**src/rtl/spi_responder_pkg.sv**
```systemverilog
// Shared types and constants for the SPI mode-0 responder.
// The STATUS state only becomes reachable with SPI_RESPONDER_STATUS_EN defined.
package spi_responder_pkg;

  typedef logic [7:0] byte_t;

  localparam int unsigned BYTE_BITS  = 8;
  localparam byte_t       CMD_STATUS = 8'h05;

  typedef enum logic [2:0] {
    IDLE,
    CMD,
    ADDR,
    WDATA,
    RDATA,
    IGNORE,
    STATUS
  } state_e;

endpackage

```
**src/rtl/pin_sync.sv**
```systemverilog
// Multi-flop synchroniser for a group of pins, with rise/fall detection on bit 0.
// Extra bits ride the same chain so they stay aligned with the bit-0 edges.
module pin_sync #(
  parameter int unsigned STAGES = 2,
  parameter int unsigned WIDTH  = 1
) (
  input  logic             clk_i,
  input  logic             rst_i,
  input  logic [WIDTH-1:0] d_i,
  output logic [WIDTH-1:0] q_o,
  output logic             rise_o,
  output logic             fall_o
);

  logic [WIDTH-1:0] sync_q [STAGES];
  logic             prev_q;

  // Resetting to 0 means a pin already low at reset release never shows a fall.
  always_ff @(posedge clk_i or posedge rst_i) begin
    if (rst_i) begin
      for (int unsigned i = 0; i < STAGES; i++) sync_q[i] <= '0;
      prev_q <= 1'b0;
    end else begin
      sync_q[0] <= d_i;
      for (int unsigned i = 1; i < STAGES; i++) sync_q[i] <= sync_q[i-1];
      prev_q <= sync_q[STAGES-1][0];
    end
  end

  assign q_o    = sync_q[STAGES-1];
  assign rise_o =  sync_q[STAGES-1][0] & ~prev_q;
  assign fall_o = ~sync_q[STAGES-1][0] &  prev_q;

endmodule

```
**src/rtl/spi_responder.sv**
```systemverilog
// SPI mode-0 target giving a host write/read access to the display byte store.
// Define SPI_RESPONDER_STATUS_EN to add the write-counter status command.
module spi_responder
  import spi_responder_pkg::*;
#(
  parameter int unsigned SYNC_STAGES = 2,
  parameter byte_t       CMD_WRITE   = 8'h02,
  parameter byte_t       CMD_READ    = 8'h03
) (
  input  logic       clk,
  input  logic       rst,
  input  logic       sclk,
  input  logic       cs_n,
  input  logic       mosi,
  output logic       miso,
  output logic       miso_oe,
  output logic       load,
  output logic [7:0] addr,
  output logic [7:0] data,
  output logic [7:0] rd_addr,
  input  logic [7:0] rd_data,
  output logic       busy
);

  logic [1:0] sm_s;
  logic       mosi_s, cs_s;
  logic       sclk_rise, sclk_fall, cs_rise, cs_fall;
  logic       unused_sync;

  pin_sync #(.STAGES(SYNC_STAGES), .WIDTH(2)) u_sclk_sync (
    .clk_i  (clk),
    .rst_i  (rst),
    .d_i    ({mosi, sclk}),
    .q_o    (sm_s),
    .rise_o (sclk_rise),
    .fall_o (sclk_fall)
  );

  pin_sync #(.STAGES(SYNC_STAGES), .WIDTH(1)) u_cs_sync (
    .clk_i  (clk),
    .rst_i  (rst),
    .d_i    (cs_n),
    .q_o    (cs_s),
    .rise_o (cs_rise),
    .fall_o (cs_fall)
  );

  assign mosi_s      = sm_s[1];
  assign unused_sync = ^{sm_s[0], cs_s};

  state_e     state_q;
  logic [2:0] bit_cnt_q;
  byte_t      rx_q, tx_q, addr_q, data_q, rd_addr_q;
  logic       rd_cmd_q, reload_q, load_q, miso_q, miso_oe_q, busy_q;
  byte_t      rx_byte, tx_src;
  logic       byte_done;

  assign rx_byte   = {rx_q[6:0], mosi_s};
  assign byte_done = sclk_rise && (bit_cnt_q == 3'(BYTE_BITS - 1));

`ifdef SPI_RESPONDER_STATUS_EN
  byte_t wr_cnt_q;

  always_ff @(posedge clk or posedge rst) begin
    if (rst)         wr_cnt_q <= '0;
    else if (load_q) wr_cnt_q <= wr_cnt_q + 8'd1;
  end

  assign tx_src = (state_q == STATUS) ? wr_cnt_q : rd_data;
`else
  assign tx_src = rd_data;
`endif

  always_ff @(posedge clk or posedge rst) begin
    if (rst) begin
      state_q   <= IDLE;
      bit_cnt_q <= '0;
      rx_q      <= '0;
      tx_q      <= '0;
      addr_q    <= '0;
      data_q    <= '0;
      rd_addr_q <= '0;
      rd_cmd_q  <= 1'b0;
      reload_q  <= 1'b0;
      load_q    <= 1'b0;
      miso_q    <= 1'b0;
      miso_oe_q <= 1'b0;
      busy_q    <= 1'b0;
    end else begin
      load_q <= 1'b0;
      if (load_q) addr_q <= addr_q + 8'd1;
      // cs_n release outranks a byte completing in the same cycle.
      if (cs_rise) begin
        state_q   <= IDLE;
        busy_q    <= 1'b0;
        miso_oe_q <= 1'b0;
        miso_q    <= 1'b0;
        reload_q  <= 1'b0;
      end else if (state_q == IDLE) begin
        if (cs_fall) begin
          state_q   <= CMD;
          bit_cnt_q <= '0;
          rx_q      <= '0;
          busy_q    <= 1'b1;
          miso_oe_q <= 1'b1;
          miso_q    <= 1'b0;
        end
      end else begin
        if (sclk_rise) begin
          rx_q      <= rx_byte;
          bit_cnt_q <= bit_cnt_q + 3'd1;
        end
        if (byte_done) begin
          case (state_q)
            CMD: begin
              if (rx_byte == CMD_WRITE) begin
                state_q  <= ADDR;
                rd_cmd_q <= 1'b0;
              end else if (rx_byte == CMD_READ) begin
                state_q  <= ADDR;
                rd_cmd_q <= 1'b1;
`ifdef SPI_RESPONDER_STATUS_EN
              end else if (rx_byte == CMD_STATUS) begin
                state_q  <= STATUS;
                reload_q <= 1'b1;
`endif
              end else begin
                state_q <= IGNORE;
              end
            end
            ADDR: begin
              if (rd_cmd_q) begin
                rd_addr_q <= rx_byte;
                reload_q  <= 1'b1;
                state_q   <= RDATA;
              end else begin
                addr_q  <= rx_byte;
                state_q <= WDATA;
              end
            end
            WDATA: begin
              data_q <= rx_byte;
              load_q <= 1'b1;
            end
            RDATA: begin
              rd_addr_q <= rd_addr_q + 8'd1;
              reload_q  <= 1'b1;
            end
            STATUS:  reload_q <= 1'b1;
            default: ;
          endcase
        end
        // The reload waits for the shift edge so rd_data has settled on the new rd_addr.
        if (sclk_fall && (state_q == RDATA || state_q == STATUS)) begin
          if (reload_q) begin
            miso_q   <= tx_src[7];
            tx_q     <= {tx_src[6:0], 1'b0};
            reload_q <= 1'b0;
          end else begin
            miso_q <= tx_q[7];
            tx_q   <= {tx_q[6:0], 1'b0};
          end
        end
      end
    end
  end

  assign miso    = miso_q;
  assign miso_oe = miso_oe_q;
  assign load    = load_q;
  assign addr    = addr_q;
  assign data    = data_q;
  assign rd_addr = rd_addr_q;
  assign busy    = busy_q;

endmodule
```
**config.mk**
```make
export PLATFORM = sky130hd
export DESIGN_NAME = spi_responder
export DESIGN_NICKNAME = d
export VERILOG_FILES = /design/src/rtl/spi_responder_pkg.sv /design/src/rtl/pin_sync.sv /design/src/rtl/spi_responder.sv
export SDC_FILE = /design/constraint.sdc
export NUM_CORES = 1
export LEC_CHECK = 0
export CAP_MARGIN = 20
export CORE_MARGIN = 5
export CORE_UTILIZATION = 58
export CTS_CLUSTER_DIAMETER = 120
export DETAILED_ROUTE_END_ITERATION = 16
export MAX_ROUTING_LAYER = met4
export PLACE_DENSITY = 0.86
export SLEW_MARGIN = 15
export SYNTH_ARGS = -nofsm -noshare
export SYNTH_HDL_FRONTEND = slang
export SYNTH_SLANG_ARGS = --single-unit
```
**constraint.sdc**
```tcl
create_clock -name clk -period 4.88 [get_ports clk]
set_input_delay 0.488 -clock clk [delete_from_list [all_inputs] [get_ports clk]]
set_output_delay 0.488 -clock clk [all_outputs]
set_load 0.02 [all_outputs]
```
* After elaboration in Yosys (flattened, before gate mapping) *
Index checks and enable logic that the tools add are counted.

cells by class
  equal/unequal tests = 12
  bitwise operators = 10
  reductions and logical operators = 21
  add/sub/neg operators = 3
  multiplexer cells = 44

operators by type and width
  operator                                       number
  two-way mux 8 bit                              8
  two-way mux 3 bit                              10
  two-way mux 7 bit                              3
  two-way mux 1 bit                              20
  adder 8 x 1 -> 8 bit, second input constant    2
  == test 8 x 2 -> 1 bit, second input constant  2
  case mux 8 bit (2 select lines)                1
  AND reduction 5 bit                            2
  nonzero test 2 bit                             5
  == test 3 bit, second input constant           3
  AND reduction 3 bit                            3
  == test 3 x 2 -> 1 bit, second input constant  2
  inequality test 2 bit, second input constant   3
  inverter 1 bit                                 6
  case mux 3 bit (2 select lines)                1
  nonzero test 3 bit                             2
  bitwise AND 1 bit                              4
  AND reduction 2 bit                            2
  AND reduction 4 bit                            1
  nonzero test 4 bit                             1
  adder 3 x 1 -> 3 bit, second input constant    1
  == test 3 x 1 -> 1 bit, second input constant  1
  logical NOT 3 bit                              1
  inequality test 3 bit, second input constant   1
  other kinds (4)                                5

storage, ports and cells
  word-level logic and storage cells = 108
  input bits = 13
  output and inout port bits = 28
  register bits after elaboration = 58

* Depth between registers and ports, before layout *
  depth in word-level cells = 8
  gate-level depth with buffers = 7
  mapped depth without buffers = 6

* By module *
Synthesis repeated with hierarchy kept, for this count alone.

unflattened totals
  cell total of the unflattened synthesis = 241
  area, all modules = 2643.8 um^2

modules (own cells, without submodules)
  module                   area an instance (um^2)  cells an instance  times used
  spi_responder            2391.0                   225                1
  pin_sync at u_sclk_sync  158.9                    10                 1
  pin_sync at u_cs_sync    93.8                     6                  1

* Least setup slack after synthesis *
Ideal clock, no wire load.

  path type = flip-flop to flip-flop
  start point = register bit_cnt_q[0]
  end point = register state_q[1]
  stages on the path, launching flop included = 7
  slack = 3044 ps
  required time = 4755 ps
  arrival = 1712 ps
  path through = dfrtp_1 ha_1 ha_1 nand3b_1 maj3_1 a21oi_1 mux2_2

between the ends
  cells in the longest elaborated chain, start to end = 4

ends and longest elaborated chain
  item                           line                  source
  from (decl)                    spi_responder.sv:52   logic [2:0] bit_cnt_q;
  from (signal assigned)         spi_responder.sv:111  bit_cnt_q <= bit_cnt_q + 3'd1;
  == test 3 bit                  spi_responder.sv:59   assign byte_done = sclk_rise && (bit_cnt_q == 3'(BYTE_BITS - 1));
  logical AND 1 bit              spi_responder.sv:59
  nonzero test 3 bit (no line)   n/a
  AND reduction 3 bit (no line)  n/a
  to (signal assigned)           spi_responder.sv:76   state_q <= IDLE;
  to (signal assigned)           spi_responder.sv:94   state_q <= IDLE;
  to (signal assigned)           spi_responder.sv:101  state_q <= CMD;
  to (decl)                      spi_responder.sv:51   state_e state_q;

Every way passes these cells.
A chain may end at the register's enable or synchronous reset.

* Final worst setup path *
  start point = register u_cs_sync.sync_q (netlist bit u_cs_sync.q_o)
  end point = register data_q[6] (netlist: data[6])

between the ends
  cells in the longest elaborated chain, start to end = 3

ends and longest elaborated chain
  item                           line                  source
  from (decl)                    pin_sync.sv:15        logic [WIDTH-1:0] sync_q [STAGES];
  bitwise AND 1 bit              pin_sync.sv:31        assign rise_o = sync_q[STAGES-1][0] & ~prev_q;
  inverter 1 bit (no line)       n/a
  AND reduction 4 bit (no line)  n/a
  to (signal assigned)           spi_responder.sv:142  data_q <= rx_byte;
  to (decl)                      spi_responder.sv:53   byte_t rx_q, tx_q, addr_q, data_q, rd_addr_q;

Every way passes these cells.

==> results.sh <==
export IMPL_status="finished clean"
export IMPL_worstMarginPinSlew_ns=0.7888
export IMPL_rsz0062_at_grt="no"
export IMPL_synth_nets=264
export IMPL_clkLatencyLatePin_ns=0.33
export IMPL_synthCells=245
export IMPL_maxCapViolations=0
export IMPL_drv_slew=0
export IMPL_skew_ns=0.004167
export IMPL_cts_resized=0
export IMPL_wl_um=5710
export IMPL_critPathCaptureType="flop"
export IMPL_cp_slowest_cell="nor4bb_1"
export IMPL_period_share_pct=45.73
export IMPL_drcViolationCount=0
export IMPL_numCtsBuffers=9
export IMPL_start_util_pct=60.97
export IMPL_cp_required_ns=5.10
export IMPL_slowest_delay_ns=0.51
export IMPL_seq_area_frac_synth_pct=53.00
export IMPL_critPathMaxFanout=14
export IMPL_h_tree_depth=3
export IMPL_fmax_mhz=448.1
export IMPL_synth_top_area_share_pct=53.00
export IMPL_antenna_found_initial=0
export IMPL_num_vias=2039
export IMPL_hold_viol=0
export IMPL_path_delay_family="simple AND/OR/NAND/NOR gates"
export IMPL_cts_tree="done"
export IMPL_grt_pass1_wl_um=9804
export IMPL_critical_path_class="flop to flop"
export IMPL_cts_max_path_buffers=2
export IMPL_clkTransAtPathRegs_ns=0.06
export IMPL_asyncSetResetFlopFracSynth_pct=100.0
export IMPL_drtAntennaViolNets=0
export IMPL_path_buf_inv=0
export IMPL_io_pins=41
export IMPL_p_leak_nw=1.432
export IMPL_drive_gt1_share_pct=12.37
export IMPL_core_mm2=0.004414
export IMPL_io_buffers=40
export IMPL_grt_max_degree=58
export IMPL_setup_tns_final_ns=0
export IMPL_hold_end="u_sclk_sync.q_o[1]$_DFF_PP0_"
export IMPL_hp_start="u_sclk_sync.sync_q[3]$_DFF_PP0_"
export IMPL_synth_area_per_cell_um2=10.99
export IMPL_fin_util_pct=74.69
export IMPL_rrSetupSlack_ns=2.65
export IMPL_r2r_cells=4
export IMPL_die_area_mm2=0.006103
export IMPL_track_usage_pct=20.96
export IMPL_yosysUniqueCellTypes=48
export IMPL_cp_arrival_ns=2.45
export IMPL_die_x_um=78.12
export IMPL_place_congestion=0.8129
export IMPL_hold_class="flop to flop"
export IMPL_first_pass_iters=4
export IMPL_cts_num_sinks=57
export IMPL_antenna_cells=0
export IMPL_die_h_um=78.12
export IMPL_overflow=0
export IMPL_hpwl_um=3884
export IMPL_holdBufCountCts=0
export IMPL_syn_area_mm2=0.002691
export IMPL_viasPerCell=5.945
export IMPL_ys_warn_count=0
export IMPL_synth_ff_type="dfrtp_1"
export IMPL_first_global_vias=2067
export IMPL_max_slew_margin_pct=47.13
export IMPL_powerDensity_mw_per_mm2=445.3
export IMPL_min_period_ns=2.232
export IMPL_path_cells="ha_1, nor4bb_1, nand3_1, mux2_2"
export IMPL_synth_edff_count=0
export IMPL_fin_ws_ns=2.649
export IMPL_fin_nets=305
export IMPL_synth_area_top_cells="dfrtp_1, mux2_2, a21oi_1"
export IMPL_synth_top_area_cell="dfrtp_1"
export IMPL_hold_worst_slack_ns=0.3477
export IMPL_area_growth_pct=22.50
export IMPL_post_cts_buffers=0
export IMPL_placementRows=24
export IMPL_wire_per_inst_um=16.65
export IMPL_ir_drop_v=0.0003254
export IMPL_timing_rr_start="u_cs_sync.q_o$_DFF_PP0_"
export IMPL_drtIter0Drc=166
export IMPL_min_path_cells=0
export IMPL_clockRootBuffer="clkbuf_8"
export IMPL_cp_start_kind="flop"
export IMPL_ys_seq_elements=57
export IMPL_post_place_ws_ns=2.635
export IMPL_r2r_end="data[6]$_DFFE_PP0P_"
export IMPL_setup_viol=0
[layout make-up]
class / count / area, um2
sequential: 57 / 1426
multi-input combinational: 166 / 1160
fill: 304 / 1117
timing repair buffer: 42 / 412.9
clock buffer: 10 / 137.6
tap: 52 / 65.06
clock inverter: 6 / 57.56
inverter: 10 / 37.54
[worst max path at each step]
stage / startpoint / end / slack, ns / depth (start not counted)
2_1_floorplan: rst / addr[0]$_DFF_PP0_ / 2.99 / 1
5_1_grt: u_cs_sync.q_o$_DFF_PP0_ / data[5]$_DFFE_PP0P_ / 2.49 / 4
3_5_place_dp: u_cs_sync.q_o$_DFF_PP0_ / data[6]$_DFFE_PP0P_ / 2.63 / 4
6_report: u_cs_sync.q_o$_DFF_PP0_ / data[6]$_DFFE_PP0P_ / 2.65 / 4
3_3_place_gp: state_q[0]$_DFFE_PP0P_ / rd_addr[5]$_DFFE_PP0P_ / 2.75 / 4
4_1_cts: u_cs_sync.q_o$_DFF_PP0_ / data[4]$_DFFE_PP0P_ / 2.62 / 4
[cell families (layout without fill, tap and decap cells)]
logic type | after synthesis | after routing | share of synthesized area (%)
adder cells (fa/ha/maj) | 7 | 7 | 3.161
flip-flops | 57 | 57 | 53.00
AND/OR/NAND/NOR | 71 | 71 | 14.46
XOR/XNOR | 7 | 7 | 2.278
AO/OA/AOI/OAI | 60 | 60 | 14.83
multiplexers | 21 | 21 | 8.368
buffers and inverters | 22 | 68 | 3.905
[sequential cells by signal, summed over array words and instances (netlist names)]
register            flops
addr                    8
bit_cnt_q               3
busy                    1
data                    8
load                    1
miso                    1
rd_addr                 8
rd_cmd_q                1
reload_q                1
rx_q                    7
state_q                 3
tx_q                    7
u_cs_sync.prev_q        1
u_cs_sync.q_o           1
u_cs_sync.sync_q        1
u_sclk_sync.prev_q      1
u_sclk_sync.q_o         2
u_sclk_sync.sync_q      2
[synthesized netlist by cell type (all sizes together), types with 4 or more instances]
cell     n
dfrtp   57
a21oi   26
nor2    20
mux2    12
nand2   12
a22o    10
inv     10
mux2i    9
o21ai    9
buf      8
nand3    7
nor3     7
ha       6
clkbuf   4
xnor2    4
[per-stage QoR]
| step | instances | cell area (um2) | total power, mW |
|---|---|---|---|
| after floorplan | 245 | 2691 | 0.9297 |
| after global placement | 326 | 3097 | 1.017 |
| after detailed placement | 327 | 3102 | 1.041 |
| after CTS | 343 | 3297 | 1.478 |
| after global routing | 343 | 3297 | 1.560 |
| final | 343 | 3297 | 1.468 |
[routing by layer]
layer  track usage [%]  vias up  share of wire (%)
met5                 -        -                  0
met4             11.49        0                2.3
met3             4.119       11                5.6
met2             30.79       64                 49
met1             27.32      995                 43
li1                  -      969                  -
[placed cells by master (no fill, tap or decap), types with 2 or more instances in the layout]
master / synthesis / final
nand3b_1: 2 / 2
nor3_1: 5 / 5
a22o_1: 10 / 10
a22oi_1: 2 / 2
nand4_1: 2 / 2
ha_1: 6 / 6
a31oi_1: 2 / 2
o21ai_0: 9 / 9
nor2b_1: 3 / 3
nor2_1: 20 / 20
a21oi_1: 26 / 26
xor2_1: 3 / 3
nand2_1: 12 / 12
or3_1: 2 / 2
clkbuf_8: 0 / 10
mux2i_1: 9 / 9
clkinv_2: 0 / 4
inv_1: 10 / 9
o22ai_1: 3 / 3
mux2_2: 12 / 12
nand3_1: 7 / 7
and3_1: 2 / 2
nor4b_1: 2 / 2
nand2b_1: 2 / 2
clkdlybuf4s50_1: 0 / 40
a2bb2oi_1: 2 / 2
nor4_1: 2 / 2
dfrtp_1: 57 / 57
xnor2_1: 4 / 4
[where the power goes]
part	total, mW	internal [mW]	switching [mW]	leakage (nW)
Clock	0.429	0.245	0.184	0.102
Combinational	0.366	0.176	0.190	0.596
Sequential	0.672	0.548	0.124	0.734
Total	1.47	0.970	0.498	1.43
(Power assumes the default switching activity.)
